`src/rtl/soc_mem_arbiter.sv`:
```
// Shares one memory port between the CV32E instruction and data requesters.
// Address phase is arbitrated; responses return in order through a source-ID FIFO.
module soc_mem_arbiter #(
  parameter int MAX_OUTSTANDING = 2,
  parameter int DATA_PRIO       = 0
) (
  input  logic        clk_i,
  input  logic        rst_ni,
  input  logic [31:0] instr_addr_i,
  input  logic        instr_req_i,
  output logic        instr_gnt_o,
  output logic        instr_rvalid_o,
  output logic [31:0] instr_rdata_o,
  input  logic [31:0] data_addr_i,
  input  logic        data_req_i,
  input  logic        data_we_i,
  input  logic [3:0]  data_be_i,
  input  logic [31:0] data_wdata_i,
  output logic        data_gnt_o,
  output logic        data_rvalid_o,
  output logic [31:0] data_rdata_o,
  output logic [31:0] mem_addr_o,
  output logic        mem_req_o,
  output logic        mem_we_o,
  output logic [3:0]  mem_be_o,
  output logic [31:0] mem_wdata_o,
  input  logic        mem_gnt_i,
  input  logic        mem_rvalid_i,
  input  logic [31:0] mem_rdata_i,
  output logic        err_spurious_o
);

  localparam int PTR_W = (MAX_OUTSTANDING > 1) ? $clog2(MAX_OUTSTANDING) : 1;
  localparam int CNT_W = $clog2(MAX_OUTSTANDING + 1);
  localparam logic [PTR_W-1:0] PTR_LAST = PTR_W'(MAX_OUTSTANDING - 1);
  localparam logic [CNT_W-1:0] CNT_FULL = CNT_W'(MAX_OUTSTANDING);
  localparam logic SRC_INSTR = 1'b0;
  localparam logic SRC_DATA  = 1'b1;

  typedef enum logic {IDLE, LOCKED} state_e;

  state_e                     state_reg, state_next;
  logic                       locked_src_reg, locked_src_next;
  logic                       rr_last_reg;
  logic [MAX_OUTSTANDING-1:0] fifo_q_reg;
  logic [PTR_W-1:0]           wr_ptr_reg, rd_ptr_reg;
  logic [CNT_W-1:0]           count_reg, count_next;
  logic                       err_spurious_reg;

  logic fifo_full, fifo_empty, fifo_head;
  logic sel_valid, sel_src;
  logic push, pop;

  assign fifo_full  = (count_reg == CNT_FULL);
  assign fifo_empty = (count_reg == '0);
  assign fifo_head  = fifo_q_reg[rd_ptr_reg];

  // Winner selection depends only on requests and registered state, never on mem_gnt_i.
  always_comb begin
    sel_valid = 1'b0;
    sel_src   = SRC_INSTR;
    if (state_reg == LOCKED) begin
      sel_valid = 1'b1;
      sel_src   = locked_src_reg;
    end else if (!fifo_full && (instr_req_i || data_req_i)) begin
      sel_valid = 1'b1;
      if (instr_req_i && data_req_i)
        sel_src = (DATA_PRIO != 0) ? SRC_DATA : ~rr_last_reg;
      else
        sel_src = data_req_i ? SRC_DATA : SRC_INSTR;
    end
  end

  always_ff @(posedge clk_i or negedge rst_ni) begin
    if (!rst_ni) begin
      state_reg      <= IDLE;
      locked_src_reg <= SRC_INSTR;
    end else begin
      state_reg      <= state_next;
      locked_src_reg <= locked_src_next;
    end
  end

  always_comb begin
    state_next      = state_reg;
    locked_src_next = locked_src_reg;
    case (state_reg)
      IDLE: begin
        if (mem_req_o && !mem_gnt_i) begin
          state_next      = LOCKED;
          locked_src_next = sel_src;
        end
      end
      LOCKED: begin
        if (mem_gnt_i) state_next = IDLE;
      end
      default: state_next = IDLE;
    endcase
  end

  // Reset gates the request so nothing leaks out while rst_ni is low.
  always_comb begin
    mem_req_o   = sel_valid & rst_ni;
    mem_addr_o  = '0;
    mem_we_o    = 1'b0;
    mem_be_o    = '0;
    mem_wdata_o = '0;
    if (mem_req_o) begin
      if (sel_src == SRC_DATA) begin
        mem_addr_o  = data_addr_i;
        mem_we_o    = data_we_i;
        mem_be_o    = data_be_i;
        mem_wdata_o = data_wdata_i;
      end else begin
        mem_addr_o  = instr_addr_i;
        mem_be_o    = 4'hF;
      end
    end
    instr_gnt_o = mem_req_o & mem_gnt_i & (sel_src == SRC_INSTR);
    data_gnt_o  = mem_req_o & mem_gnt_i & (sel_src == SRC_DATA);
  end

  assign push = mem_req_o & mem_gnt_i;
  assign pop  = mem_rvalid_i & ~fifo_empty;

  always_comb begin
    count_next = count_reg;
    case ({push, pop})
      2'b10:   count_next = count_reg + CNT_W'(1);
      2'b01:   count_next = count_reg - CNT_W'(1);
      default: count_next = count_reg;
    endcase
  end

  always_ff @(posedge clk_i or negedge rst_ni) begin
    if (!rst_ni) begin
      fifo_q_reg       <= '0;
      wr_ptr_reg       <= '0;
      rd_ptr_reg       <= '0;
      count_reg        <= '0;
      rr_last_reg      <= SRC_INSTR;
      err_spurious_reg <= 1'b0;
    end else begin
      if (push) begin
        fifo_q_reg[wr_ptr_reg] <= sel_src;
        wr_ptr_reg             <= (wr_ptr_reg == PTR_LAST) ? '0 : wr_ptr_reg + PTR_W'(1);
        rr_last_reg            <= sel_src;
      end
      if (pop)
        rd_ptr_reg <= (rd_ptr_reg == PTR_LAST) ? '0 : rd_ptr_reg + PTR_W'(1);
      count_reg        <= count_next;
      err_spurious_reg <= mem_rvalid_i & fifo_empty;
    end
  end

  assign instr_rvalid_o = pop & (fifo_head == SRC_INSTR);
  assign data_rvalid_o  = pop & (fifo_head == SRC_DATA);
  assign instr_rdata_o  = mem_rdata_i;
  assign data_rdata_o   = mem_rdata_i;
  assign err_spurious_o = err_spurious_reg;

endmodule

```
`config.mk`:
```
export PLATFORM = sky130hd
export DESIGN_NAME = soc_mem_arbiter
export DESIGN_NICKNAME = d
export VERILOG_FILES = /design/src/rtl/soc_mem_arbiter.sv
export SDC_FILE = /design/constraint.sdc
export NUM_CORES = 1
export LEC_CHECK = 0
export BUFFER_PORTS_ARGS = -buffer_cell sky130_fd_sc_hd__buf_2
export CORE_AREA = 2 2 109 111
export CTS_CLUSTER_SIZE = 28
export DETAILED_ROUTE_END_ITERATION = 8
export DIE_AREA = 0 0 111 113
export SYNTH_ARGS = -nofsm -noshare
export SYNTH_HDL_FRONTEND = slang
export SYNTH_SLANG_ARGS = --single-unit
```
`constraint.sdc`:
```
create_clock -name clk_i -period 2.6 [get_ports clk_i]
set_clock_uncertainty 0.2 [all_clocks]
set_input_delay 0.65 -clock clk_i [delete_from_list [all_inputs] [get_ports clk_i]]
set_output_delay 0.65 -clock clk_i [all_outputs]
set_load 0.1 [all_outputs]
```
==> impl_metrics.toml, run 1 <==
[status]
status = "finished, violations left"
violations = "setup timing"

[floorplanning]
coreArea_um2 = 11300
io_pins = 278
start_util = 0.163
die_x_um = 111
dieArea_um2 = 12500
die_h_um = 113
num_rows = 39

[logic_synthesis]
ys_seq_area_frac = 0.137
synth_nets = 407
syn_area_um2 = 1830
avgSynthCellArea_um2 = 6.86
netlist_top_cells_area = "buf_4 (28%), nand2_1 (14%), dfrtp_1 (14%)"
ys_types = 30
synth_seq_cells = 10
synth_top_area_cell = "buf_4"
synth_top_area_frac = 0.283
synth_cells = 267
yosysWarnings = 0

[final_layout]
finish.instance_area_um2 = 4890
area_delta_synth_final_pct = 167
diodes = 0
drive_gt1_frac = 0.857
fin_nets = 554
fin_util = 0.434

[setup_path]
endpoint_kind = "output port"
cp_slowest_cell = "a32oi_4"
rr_endpoint = "count_reg[1]"
r2r-start = "state_reg"
arrival_ps = 1970
worst-endpoint-required_ps = 1750
path_class = "in2out"
cp-endpoint = "mem_addr_o[0]"
cp_max_fo = 5
cp-start-kind = "input port"
crit_chain = "buf_6, nor2b_4, a32oi_4, buf_8, buf_12, buf_8, nand2_4, a21oi_4, buf_12"
crit_path_start = "data_req_i"
cpPeakStageDelay_ps = 250
worst_r2r_path_depth = 8
r2r_slack_ps = 570

[timing]
hold_ws_ps = 162
hold_viol_final = 0
final-setup-viol-count = 72
timing.fmax_ghz = 0.354
fin_ws_ps = -224
period_share = 1.09
min_period_ps = 2820
tns_ps = -10960
maxSlewViolCount = 0
slew-limit-headroom = 0.679
rsz0062_at_grt = "true"
worst_slew_pin_slew_ps = 484

[routing]
route.vias.total = 2236
drt_iter0_drc = 35
ant_nets = 0
drc = 0
viasPerCell = 4.03
first_pass_iters = 4
drt-total-wl_um = 8450
wire_per_inst_um = 15.2

[global_route]
antenna_found_initial = 0
gr-total-overflow = 0
grt_pass1_wl_um = 12800
grt_max_degree = 31
track_usage = 0.124
first_global_vias = 2449

[placement]
placed_area_um2 = 4310
finalWeightedCongestion = 0.761
io_buffers = 181
hpwl_um = 6440

[clock_tree]
cts_root_buffer = "clkbuf_16"
cts.sinks = 10
cts_hold_buffers = 0
cts_buffers = 3
htreeDepth = 1
ctsLongestPathBuffers = 2
insertion_delay_ps = 240
cts_tree = "done"
clkSlewWorstSetupHoldPaths_ps = 40

[power_and_ir_drop]
leakage_nw = 2.18
power.density_nw_per_um2 = 1040
vdd_drop_max_v = 0.000837

[worst_hold_path]
min_path_type = "in2async"

[run]
maxCapViolCount = 0
==> per-stage QoR <==
step | std cells | power, mW | setup WS (ps)
final | 555 | 5.08 | -224
after global routing | 555 | 5.29 | -262
after CTS | 545 | 4.91 | -240
after floorplan | 267 | 3.59 | -301
after global placement | 531 | 4.27 | -403
after detailed placement | 531 | 4.33 | -473
==> cell usage in the layout, fill, tap and decap left out, types with 2 or more instances in the layout <==
cell type,count
buf_2,105
buf_8,6
nor2_1,3
xnor2_1,4
nand2_4,38
buf_6,13
dfrtp_1,10
inv_1,3
buf_16,2
nor2_4,7
buf_12,80
buf_4,11
clkbuf_16,7
nand2_2,4
nand3_1,2
and2_4,34
a21oi_4,33
nor3_4,2
nand2_1,25
o31ai_1,3
==> synth_stat cells <==
library cell   n
o41ai_2        1
o31ai_1        3
buf_6          8
nor2_1        11
nor3_4         1
nand2b_4       1
and2_1        34
a21oi_1       33
nand3_2        1
buf_2          3
nand2_1       67
a32oi_4        1
xor2_1         1
buf_4         69
a21o_1         1
a32o_1         1
o41ai_1        1
ha_1           1
nor2b_4        1
mux2_2         1
nor3b_1        1
xnor2_1        4
dfrtp_1       10
nor2b_1        1
a21oi_2        1
nand3_1        2
or2_2          1
mux2i_1        1
o21ai_0        2
inv_1          4
==> power by group <==
group	internal (mW)	total (mW)	switching, mW
combinational	1.78	4.53	2.75
sequential	0.226	0.284	0.0586
clock	0.200	0.272	0.0723
total	2.20	5.08	2.88
==> worst min-delay path by stage <==
stage,end,slack [ps],cells past startpoint
2_1_floorplan,count_reg[0],150,0
3_3_place_gp,fifo_q_reg[0],280,2
3_5_place_dp,fifo_q_reg[0],280,2
4_1_cts,fifo_q_reg[0],170,2
5_1_grt,fifo_q_reg[0],180,2
6_report,rr_last_reg,160,2
==> cell type report <==
cell class                 count  area [um^2]
fill                        1050         6380
timing repair buffer         221         2600
multi-input combinational    174         1770
sequential                    10          250
tap                          143          179
clock buffer                   3         75.1
inverter                       4         18.8
==> timing repair <==
action | CTS | global route
hold endpoints to repair | 0 | 0
gates resized for setup | 32 | 49
cloned | 2 | 5
setup buffers | 9 | 7
pin swaps | 15 | 50
endpoints found under the setup margin | 72 | 74
==> logic make-up after synthesis <==
logic type / after synthesis / synth area share
simple gates: 121 / 0.322
buf+inv: 84 / 0.348
compound gates: 44 / 0.151
flops: 10 / 0.137
xor+xnor: 5 / 0.0239
mux: 2 / 0.0116
fa+ha+maj: 1 / 0.00683
==> critical path: cells and delay by family <==
family          cells  cell delay, ps
compound gates      2             410
simple gates        2             170
buf+inv             5             720
==> routing by layer <==
| metal | GRT usage | up-vias | wire length (um) |
|---|---|---|---|
| met4 | 0.0525 | 0 | 222 |
| met1 | 0.131 | 1046 | 2890 |
| met3 | 0.0155 | 28 | 376 |
| met5 | 0 | - | 0 |
| li1 | - | 1078 | - |
| met2 | 0.246 | 84 | 4970 |
No activity file was read; power rests on OpenSTA's default activity.
==> run 2, diff against run 1 <==
- RECOVER_POWER: default -> 50
- TNS_END_PERCENT: default -> 50
==> run 2 against run 1 <==
Compared with the run above:
- the flow still finishes with violations (setup timing)
- core utilization decreased by 2.2 points
- power decreased by 3.9%
- setup slack improved by 46 ps
- flip-flop and latch count unchanged
- count of clock-buffer cells in the layout increased by 1
- combinational power decreased by 5.5%
- cell count decreased by 2.0%
- non-clock buffer count decreased by 11
- sequential share of layout area increased by 0.30 points
- global-route usage increased by 0.058 points
- critical endpoint is now mem_addr_o[31]
- largest cell class unchanged
- largest power group unchanged
==> impl_metrics.toml, run 2 (synthesis gave the netlist of run 1 again) <==
[status]
status = "finished, violations left"
violations = "setup timing"

[routing]
wire_per_inst_um = 14.6
viasPerCell = 4.00
drt-total-wl_um = 7960
drc = 0
first_pass_iters = 4
ant_nets = 0
route.vias.total = 2177
drt_iter0_drc = 39

[setup_path]
crit_chain = "buf_6, nor2b_4, a32oi_4, buf_12, buf_12, nand2_4, a21oi_4, buf_12"
cp_max_fo = 14
cp-start-kind = "input port"
cpPeakStageDelay_ps = 270
path_common_cell = "buf_12"
arrival_ps = 1930
endpoint_kind = "output port"
path_class = "in2out"
crit_buf_inv = 4
cp_slowest_cell = "a32oi_4"
worst-endpoint-required_ps = 1750
critPathTopFamily = "buffers and inverters"

[clock_tree]
htreeDepth = 1
cts_root_buffer = "clkbuf_16"
clkSlewWorstSetupHoldPaths_ps = 40
cts.sinks = 10
cts_buffers = 3
cts_tree = "done"
ctsLongestPathBuffers = 2
insertion_delay_ps = 240
cts_hold_buffers = 0

[power_and_ir_drop]
totalPowerFinal_mw = 4.89
power.density_nw_per_um2 = 1050
vdd_drop_max_v = 0.000669
leakage_nw = 2.06

[floorplanning]
coreArea_um2 = 11300
start_util = 0.163
num_rows = 39
dieArea_um2 = 12500
die_h_um = 113
io_pins = 278
die_x_um = 111

[placement]
hpwl_um = 6660
io_buffers = 181
finalWeightedCongestion = 0.780
dp_slack_ps = -233

[timing]
period_share = 1.07
timing.fmax_ghz = 0.360
hold_ws_ps = 292
min_period_ps = 2780
rsz0062_at_grt = "true"
maxSlewViolCount = 0
hold_viol_final = 0
final-setup-viol-count = 71
fin_ws_ps = -178
worst_slew_pin_slew_ps = 575
slew-limit-headroom = 0.613

[global_route]
gr-total-overflow = 0
grt_max_degree = 35
track_usage = 0.125
grt_pass1_wl_um = 12900
first_global_vias = 2544
antenna_found_initial = 0

[final_layout]
area_delta_synth_final_pct = 153
fin_nets = 542
final_common_cell = "buf_2"
diodes = 0
fill_cells = 1060
drive_gt1_frac = 0.840
final_cell_mix = "buf_2 (105), buf_12 (84), and2_4 (34)"

[run]
maxCapViolCount = 0

[worst_hold_path]
min_path_type = "reg2reg"
[run 2: cell types whose count changed in the layout (fill, tap and decap cells not counted), moves of 2 or more]
cell       previous run  this run
nand2_4              38        32
buf_6                13         4
clkbuf_1              0         2
clkbuf_16             7         3
buf_8                 6         4
nor2_2                1         3
nand2_1              25        28
nand2_2               4         7
nor2_4                7         5
buf_16                2         0
buf_12               80        84
[run 2: final timing paths]
check                             start        endpoint  slack, ps  cells past startpoint
max                          data_req_i  mem_addr_o[31]       -180                      8
min in group asynchronous        rst_ni       state_reg        340                      3
min reg2reg                  rd_ptr_reg      rd_ptr_reg        290                      1
min                          rd_ptr_reg      rd_ptr_reg        290                      1
max reg2reg                count_reg[1]    count_reg[1]        440                      9
max in group asynchronous        rst_ni    count_reg[1]       1680                      3
[run 2: metrics by stage]
stage	TNS, ps	utilization	cell area (um^2)	cells
after CTS	-6770	0.411	4630	544
after global placement	-9910	0.389	4380	538
after floorplan	-18440	-	2550	267
after detailed placement	-11020	0.389	4380	538
final	-6300	0.412	4640	544
after global routing	-10050	0.412	4640	544
[run 2: what timing repair did]
item,CTS,global route
resized for setup,49,8
buffers inserted,2,0
pin swaps,31,10
setup endpoints to repair,72,72
[run 2: area by class of cell]
cell class	count	area [um^2]	share of cell area
tap	143	179	0.0385
inverter	4	15.0	0.00323
multi-input combinational	173	1710	0.367
sequential	10	251	0.0542
clock buffer	4	88.8	0.0191
timing repair buffer	210	2400	0.518
[run 2: per-layer routing]
layer / part of all wire / vias to the layer above / GRT usage
met5: 0 / - / 0
met4: 0.019 / 0 / 0.0333
met3: 0.065 / 26 / 0.0225
met2: 0.55 / 102 / 0.240
met1: 0.37 / 1001 / 0.141
li1: - / 1048 / -
[run 2: power by group]
| group | leakage, nW | switching [mW] | internal, mW |
|---|---|---|---|
| Clock | 0.0442 | 0.0778 | 0.232 |
| Sequential | 0.124 | 0.0670 | 0.227 |
| Combinational | 1.90 | 2.65 | 1.63 |
==> run 3, diff against run 2 <==
- ABC_AREA: default -> 1
- CORE_AREA: 2 2 109 111 -> 2 2 106 108
- CTS_CLUSTER_SIZE: 28 -> default
- DIE_AREA: 0 0 111 113 -> 0 0 108 110
==> run 3 against run 2 <==
Compared with the run above:
- the run still ends with setup timing left
- global-route usage grew 1.2 points
- maximum frequency grew 2.0%
- flip-flop and latch count is the same
- sequential power shrank 3%
- die area shrank 5.3%
- clock power shrank 37%
- largest cell class unchanged
- register-to-register slack lost 80 ps
==> impl_metrics.toml, run 3 <==
[status]
status = "finished, violations left"
violations = "setup timing"

[logic_synthesis]
synth_seq_cells = 10
ys_types = 23
synth.most_common_cell = "nand2_1"
syn_area_um2 = 2110
synth_cells = 359
ys_seq_area_frac = 0.119
synth_top_area_cell = "buf_4"
synth_nets = 499
synth_edf_count = 0
synthFlopType = "dfrtp_1"
netlist_top_cells_area = "buf_4 (23%), nand2_1 (15%), nor2_1 (14%)"
synthArstFlopShare = 1.00
avgSynthCellArea_um2 = 5.87
synth_top_area_frac = 0.228
synthTopCellsByCount = "nand2_1 (82), nor2_1 (79), buf_4 (64), a21oi_1 (34), nand3b_1 (32)"
yosysWarnings = 0

[clock_tree]
insertion_delay_ps = 230
cts_hold_buffers = 0
htreeDepth = 1
cts_root_buffer = "clkbuf_8"
ctsLongestPathBuffers = 2
cts_tree = "done"
cts_buffers = 3
clkSlewWorstSetupHoldPaths_ps = 50
cts.sinks = 10

[routing]
drt-total-wl_um = 9640
first_pass_iters = 4
ant_nets = 0
wire_per_inst_um = 15.3
viasPerCell = 4.32
drc = 0
drt_iter0_drc = 92
route.vias.total = 2728

[timing]
hold_ws_ps = 244
maxSlewViolCount = 0
fin_ws_ps = -123
worst_slew_pin_slew_ps = 463
period_share = 1.05
hold_viol_final = 0
rsz0062_at_grt = "true"
final-setup-viol-count = 67
slew-limit-headroom = 0.688
min_period_ps = 2720
timing.fmax_ghz = 0.367

[run]
maxCapViolCount = 0

[setup_path]
worst_r2r_path_depth = 12
cp.depth = 13
worst-endpoint-required_ps = 1750
critPathTopFamily = "buffers and inverters"
crit_chain = "buf_8, inv_2, nand2_4, nand2_4, buf_6, nand2_8, nand2_8, clkinv_8, buf_12, buf_16, nand2_4, nor2_4, buf_12"
r2r-start = "count_reg[1]"
cpPeakStageDelay_ps = 180
path_class = "in2out"
cp-start-kind = "input port"
cp_slowest_cell = "buf_12"
crit_buf_inv = 7
endpoint_kind = "output port"
rr_endpoint = "count_reg[1]"
r2r_slack_ps = 360
arrival_ps = 1870
cp_max_fo = 8
path_common_cell = "nand2_4"

[placement]
hpwl_um = 6390
io_buffers = 181
finalWeightedCongestion = 0.765

[global_route]
use_met1 = 0.155
track_usage = 0.137
gr-total-overflow = 0
antenna_found_initial = 0
grtUsageMet3 = 0.0317
use_met2 = 0.260
grt_max_degree = 65
first_global_vias = 2696
grt_pass1_wl_um = 13300
top_usage_layer = "met2"

[floorplanning]
io_pins = 278
start_util = 0.197
dieArea_um2 = 11900
coreArea_um2 = 10700
die_x_um = 108
num_rows = 38
die_h_um = 110

[final_layout]
area_delta_synth_final_pct = 150
fin_nets = 633
drive_gt1_frac = 0.793
final_cell_mix = "buf_2 (105), buf_12 (83), nor2_4 (70)"
final_common_cell = "buf_2"
diodes = 0
fin_util = 0.494

[worst_hold_path]
min_path_type = "in2async"

[power_and_ir_drop]
leakage_nw = 2.30
vdd_drop_max_v = 0.000526
power.density_nw_per_um2 = 917
-- run 3: cell count changes after synthesis, moves of 3 or more --
cell,before,now
o31ai_1,3,0
and2_1,34,0
nand2_1,67,82
inv_1,4,11
buf_2,3,9
nor2_1,11,79
nand2_2,0,3
inv_2,0,3
buf_1,0,5
buf_4,69,64
nand3b_1,0,32
-- run 3: worst max-delay path by stage --
stage	startpoint	to	slack (ps)
CTS	instr_req_i	mem_wdata_o[17]	-100
floorplan	mem_rvalid_i	data_rvalid_o	-350
global placement	data_req_i	mem_be_o[1]	-180
detailed placement	data_req_i	mem_be_o[0]	-240
global route	instr_req_i	mem_wdata_o[5]	-180
finish	instr_req_i	mem_wdata_o[5]	-120
-- run 3: stage by stage --
step	setup slack [ps]	total power [mW]	cells	instance area [um^2]	setup TNS, ps
final	-123	4.84	632	5280	-3340
after global routing	-183	5.05	632	5280	-7040
after CTS	-105	4.68	627	5030	-4180
after detailed placement	-243	3.98	608	4410	-9660
after global placement	-185	3.92	608	4410	-7330
after floorplan	-352	3.31	359	2720	-9600
-- run 3: timing repair --
action	CTS	global route
setup endpoints to repair	71	71
gates cloned	7	5
endpoints found under the hold margin	0	0
pin swaps	27	38
setup buffers	8	4
resized for setup	75	58
-- run 3: layer usage --
layer,share of wire,vias to the layer above
li1,-,1327
met1,0.36,1256
met2,0.55,124
met3,0.073,21
met4,0.017,0
met5,0,-
-- run 3: power breakdown --
part | internal (mW) | switching (mW)
Clock | 0.133 | 0.0609
Sequential | 0.226 | 0.0582
Combinational | 1.62 | 2.74
Total | 1.98 | 2.86
-- run 3: area by class of cell --
cell class	instances	area, um^2
clock buffer	4	55.1
fill	967	5420
inverter	15	91.3
tap	140	175
sequential	10	251
multi-input combinational	246	2100
timing repair buffer	217	2610
-- run 3: cells by family after synthesis --
family	after synthesis	synth area share
AND/OR/NAND/NOR	204	0.437
buffers and inverters	103	0.335
AO/OA/AOI/OAI	38	0.0902
flip-flops	10	0.119
XOR/XNOR	3	0.0125
adder cells (fa/ha/maj)	1	0.00593
